`src/rtl/instr_fetch_unit.sv`:
```
// Single-outstanding instruction fetch FSM (IDLE/REQ/WAIT/HOLD) with redirect and drop handling.
// Optional feature: define FETCH_MISALIGN_CHECK_EN to reject misaligned redirects with a fetch_err pulse.
module instr_fetch_unit #(
  parameter int                ADDR_W   = 64,
  parameter logic [ADDR_W-1:0] RESET_PC = '0
) (
  input  logic              clk,
  input  logic              rst_n,
  output logic              imem_req,
  output logic [ADDR_W-1:0] imem_addr,
  input  logic              imem_rvalid,
  input  logic [31:0]       imem_rdata,
  input  logic              redirect_valid,
  input  logic [ADDR_W-1:0] redirect_pc,
  output logic              if_valid,
  input  logic              if_ready,
  output logic [31:0]       if_instr,
  output logic [ADDR_W-1:0] if_pc,
  output logic              fetch_err
);

  typedef enum logic [1:0] {IDLE, REQ, WAIT, HOLD} state_t;

  state_t            state;
  logic [ADDR_W-1:0] pc;
  logic              drop;

  logic              redir_acc;
  logic              redir_bad;
  logic [ADDR_W-1:0] redir_tgt;
  logic [ADDR_W-1:0] pc_next_seq;

`ifdef FETCH_MISALIGN_CHECK_EN
  always_comb begin
    redir_acc = redirect_valid && (redirect_pc[1:0] == 2'b00);
    redir_bad = redirect_valid && (redirect_pc[1:0] != 2'b00);
    redir_tgt = redirect_pc;
  end
`else
  always_comb begin
    redir_acc = redirect_valid;
    redir_bad = 1'b0;
    redir_tgt = redirect_pc & ~ADDR_W'(3);
  end

  assign fetch_err = 1'b0;
`endif

  assign pc_next_seq = pc + ADDR_W'(4);

  // imem_req/imem_addr are loaded on every transition into REQ so they are
  // valid exactly during the REQ cycle.
  always_ff @(posedge clk or negedge rst_n) begin
    if (!rst_n) begin
      state     <= IDLE;
      pc        <= RESET_PC;
      drop      <= 1'b0;
      imem_req  <= 1'b0;
      imem_addr <= '0;
      if_valid  <= 1'b0;
      if_instr  <= '0;
      if_pc     <= '0;
    end else begin
      imem_req <= 1'b0;
      case (state)
        IDLE: begin
          state    <= REQ;
          imem_req <= 1'b1;
          if (redir_acc) begin
            pc        <= redir_tgt;
            imem_addr <= redir_tgt;
          end else begin
            imem_addr <= pc;
          end
        end

        // The request already left this cycle, so a redirect here must drain
        // its response through WAIT to keep only one request in flight.
        REQ: begin
          state <= WAIT;
          if (redir_acc) begin
            pc   <= redir_tgt;
            drop <= 1'b1;
          end
        end

        WAIT: begin
          if (redir_acc) begin
            pc <= redir_tgt;
            if (imem_rvalid) begin
              drop      <= 1'b0;
              state     <= REQ;
              imem_req  <= 1'b1;
              imem_addr <= redir_tgt;
            end else begin
              drop <= 1'b1;
            end
          end else if (imem_rvalid) begin
            if (drop) begin
              drop      <= 1'b0;
              state     <= REQ;
              imem_req  <= 1'b1;
              imem_addr <= pc;
            end else begin
              if_instr <= imem_rdata;
              if_pc    <= pc;
              if_valid <= 1'b1;
              state    <= HOLD;
            end
          end
        end

        HOLD: begin
          if (redir_acc) begin
            pc        <= redir_tgt;
            if_valid  <= 1'b0;
            state     <= REQ;
            imem_req  <= 1'b1;
            imem_addr <= redir_tgt;
          end else if (if_ready) begin
            pc        <= pc_next_seq;
            if_valid  <= 1'b0;
            state     <= REQ;
            imem_req  <= 1'b1;
            imem_addr <= pc_next_seq;
          end
        end

        default: begin
          state    <= IDLE;
          if_valid <= 1'b0;
          drop     <= 1'b0;
        end
      endcase
    end
  end

`ifdef FETCH_MISALIGN_CHECK_EN
  always_ff @(posedge clk or negedge rst_n) begin
    if (!rst_n) fetch_err <= 1'b0;
    else        fetch_err <= redir_bad;
  end
`else
  logic unused_bad;
  assign unused_bad = redir_bad;
`endif

endmodule

```
`config.mk`:
```
export PLATFORM = sky130hd
export DESIGN_NAME = instr_fetch_unit
export DESIGN_NICKNAME = d
export VERILOG_FILES = /design/src/rtl/instr_fetch_unit.sv
export SDC_FILE = /design/constraint.sdc
export NUM_CORES = 1
export LEC_CHECK = 0
export CORE_UTILIZATION = 47
export DETAILED_ROUTE_END_ITERATION = 8
export PLACE_DENSITY = 0.86
export SETUP_SLACK_MARGIN = 0.02
export SYNTH_ARGS = -nofsm -noshare
export SYNTH_HDL_FRONTEND = slang
export SYNTH_SLANG_ARGS = --single-unit
```
`constraint.sdc`:
```
create_clock -name clk -period 3.5 [get_ports clk]
set_input_delay 0.7 -clock clk [delete_from_list [all_inputs] [get_ports clk]]
set_output_delay 0.7 -clock clk [all_outputs]
set_load 0.03 [all_outputs]
```
==> key figures <==
Die
  – Core area: around 24,000 µm²
  – Io pins: 264
  – Site Rows: 57
  – DIE AREA: between 20,000 and 30,000 µm²
  – Die width: 160 µm
  – Die H: 160 µm
  – Starting Density: 0.481

Yosys
  – Post-synth EDFFs: 0
  – Synth top area cells: dfrtp_1, mux2_2, nand2_1
  – Largest family of logic cells by synthesized area: simple AND/OR/NAND/NOR gates
  – Post-synthesis mux area share: 0.152
  – Yosys warns: 0
  – Syn avg cell area: 10.1 µm²
  – Synth area leader: dfrtp_1
  – Post-synthesis adder-cell area fraction: 0.00533
  – Post-synthesis cell count: 1,162
  – Register area share after synthesis: 0.488
  – Synth unique cells: slightly above 70
  – Top-area cell type share of the netlist area: 0.488
  – Simple-gate share of the synthesized area: 0.163
  – Fraction of registers with async set or reset after synthesis: 1.00
  – Yosys reg bits: between 200 and 250
  – Synth Area in Compound Gates: 0.140
  – Synthesized Nets: around 1,300
  – Most used flip-flop cell after synthesis: dfrtp_1
  – XOR/XNOR Fraction of Synth Area: 0.0119
  – Mapped Area: about 12,000 µm²

Global routing
  – GRT met3 Usage: 0.0478
  – Met1 global-route usage: 0.363
  – Largest net degree at the start of global routing: 94
  – Vias in the first global route: 10,300
  – Grt peak-use layer: met2
  – Tot GR Track Use: 0.275
  – Global route overflow: 0
  – Initial antenna violation count: 1
  – GR Util met2: 0.439
  – First-pass GRT wire length: about 56,000 µm

CTS
  – H-tree depth: 1
  – TritonCTS clock tree: built
  – Clk buf depth: 3
  – Cts bufs inserted: 25
  – CTS sink count: around 230
  – Hold buffers post-CTS: 0
  – CTS clk-pin slew, worst paths: around 60 ps
  – Post-CTS Setup Inserts: 0
  – Clk Tree Root Cell: clkbuf_16
  – PostCTS Resize Cnt: 0
  – Skew-Pair Late Insertion Delay: 530 ps

Setup path
  – FF-to-FF Start: pc[31]
  – CP delay by family, top: simple AND/OR/NAND/NOR gates
  – CP max-delay cell: or4b_4
  – Flop-to-flop setup slack: approximately 470 ps
  – Crit path kind: register to register
  – CP endpoint kind: register
  – Crit Path Max Fanout: 13
  – CP startpoint kind: register
  – Reg2reg end: imem_addr[62]
  – Crit path required time: 3950 ps
  – Crit-path max cell delay: slightly above 600 ps
  – R2R cell count: 6
  – Crit-path cells: nand4_4 > or4_4 > or4b_4 > nor4_1 > mux2_2 > o21ai_0
  – CP bufs+invs: 0
  – WP data arrival: 3480 ps

Cells and area
  – Commonest non-fill, non-tap cell in the layout: clkdlybuf4s50_1
  – Design Area, Final: 15,500 µm²
  – Area Overhead vs Synth: 32.1%
  – Commonest non-fill, non-tap cells in the layout: clkdlybuf4s50_1, dfrtp_1, nand2_1, mux2_2, o21ai_0
  – Fin nets: about 1,500
  – Final instance count without filler cells: between 1,500 and 2,000
  – Layout cells sized above 1: 0.165

Route
  – Starting DRT DRC Count: 802
  – Post-DRT Antenna Nets: 0
  – Via count: ~10,000
  – Routed wire per std cell: about 20 µm
  – Drt pass-1 iters: 5
  – Vias/cell: ~6
  – Final wirelength: around 36,000 µm
  – DRC: 0

Power and ir drop
  – Cell leakage power: 6.47 nW
  – Power Density: about 800 nW/µm²
  – Total Power: 0.0124 W
  – Peak supply drop: between 0.4 and 0.5 mV

STA
  – Headroom to the max-slew limit: 0.284
  – Clock Skew: roughly 14 ps
  – Crit share post-route: 0.867
  – Slew @ Worst Pin: approximately 1100 ps
  – WHS: 175 ps
  – Endpoints failing hold: 0
  – Final Setup Violations: 0
  – F_max: 329 MHz
  – Final Max Tran Viols: 0
  – Total negative slack: 0 ps
  – RSZ-0062 raised after global routing: no
  – Final Critical Period: between 3000 and 4000 ps

Min path
  – Tightest Hold Check Type: input port to async pin

Placed design
  – Number of port buffers: 260
  – Detailed Place HPWL: 25,200 µm
  – Placed inst area: between 10,000 and 15,000 µm²
  – GP Congestion: about 0.93
  – Placed cells: ~1,700

Run status
  – Status: finished, final reports clean

Flow run
  – Max_cap viols: 0
-- metal layers --
layer  share of wire  wire [µm]  vias up
met4           0.050       1800        0
met2            0.47      16600      553
met3           0.084       3010      113
met5               0          0        -
li1                -          -     4672
met1            0.40      14300     5137
-- final cells by class --
class                      count  area, µm²
antenna                        1       2.50
timing repair buffer         289       2890
sequential                   229       5730
inverter                      23       86.3
multi-input combinational    826       5580
fill                        1920       8870
tap                          324        405
clock inverter                 7       70.1
clock buffer                  37        761
-- power breakdown --
part	switching, W	internal (W)	leakage [nW]	total [W]
Clock	0.00108	0.00157	0.411	0.00265
Sequential	0.000775	0.00358	2.94	0.00436
Combinational	0.00311	0.00228	3.12	0.00539
-- worst register-to-register path, stage by stage, from the launching register on --
cell and delay [ps]:
dfrtp_1 570, nand4_4 240, or4_4 590, or4b_4 620
nor4_1 430, mux2_2 380, o21ai_0 130
-- logic make-up after synthesis --
group | count (synthesis)
and+or+nand+nor | 376
buffers and inverters | 107
adders and majority gates | 5
other | 1
DFF | 229
xor gates and xnor gates | 16
muxes | 161
AOI/OAI and AO/OA | 267
-- cell usage after synthesis, types with 9 or more instances --
cell / count
a21boi_0: 9
inv_1: 23
nand4_1: 31
xnor2_1: 10
mux2i_1: 26
a21oi_1: 58
o31ai_1: 26
buf_1: 10
nand2_1: 141
dfrtp_1: 229
nor4_1: 16
nor3_1: 28
o21ai_0: 98
nor2_1: 47
mux2_2: 133
a31oi_1: 9
clkbuf_1: 59
nor2b_1: 17
nand3_1: 34
-- how the worst max path moves through the flow --
stage / start / endpoint / slack, ps / cells after the start
4_1_cts: pc[31] / imem_addr[62] / 470 / 6
5_1_grt: pc[31] / imem_addr[62] / 310 / 6
2_1_floorplan: pc[37] / imem_addr[58] / 920 / 8
6_report: pc[31] / imem_addr[62] / 470 / 6
3_5_place_dp: pc[31] / imem_addr[62] / 510 / 6
3_3_place_gp: pc[31] / imem_addr[62] / 530 / 6
-- registers in the layout (all words and copies together) (netlist names) --
signal     count
drop           1
if_pc         64
state          2
pc            64
if_instr      32
imem_addr     64
if_valid       1
imem_req       1
-- metrics by stage --
step	setup WS [ps]	utilization
final	465	0.636
after detailed placement	507	0.602
after global routing	315	0.636
after global placement	530	0.602
after CTS	466	0.636
after floorplan	918	-
(Power assumes the default switching activity.)
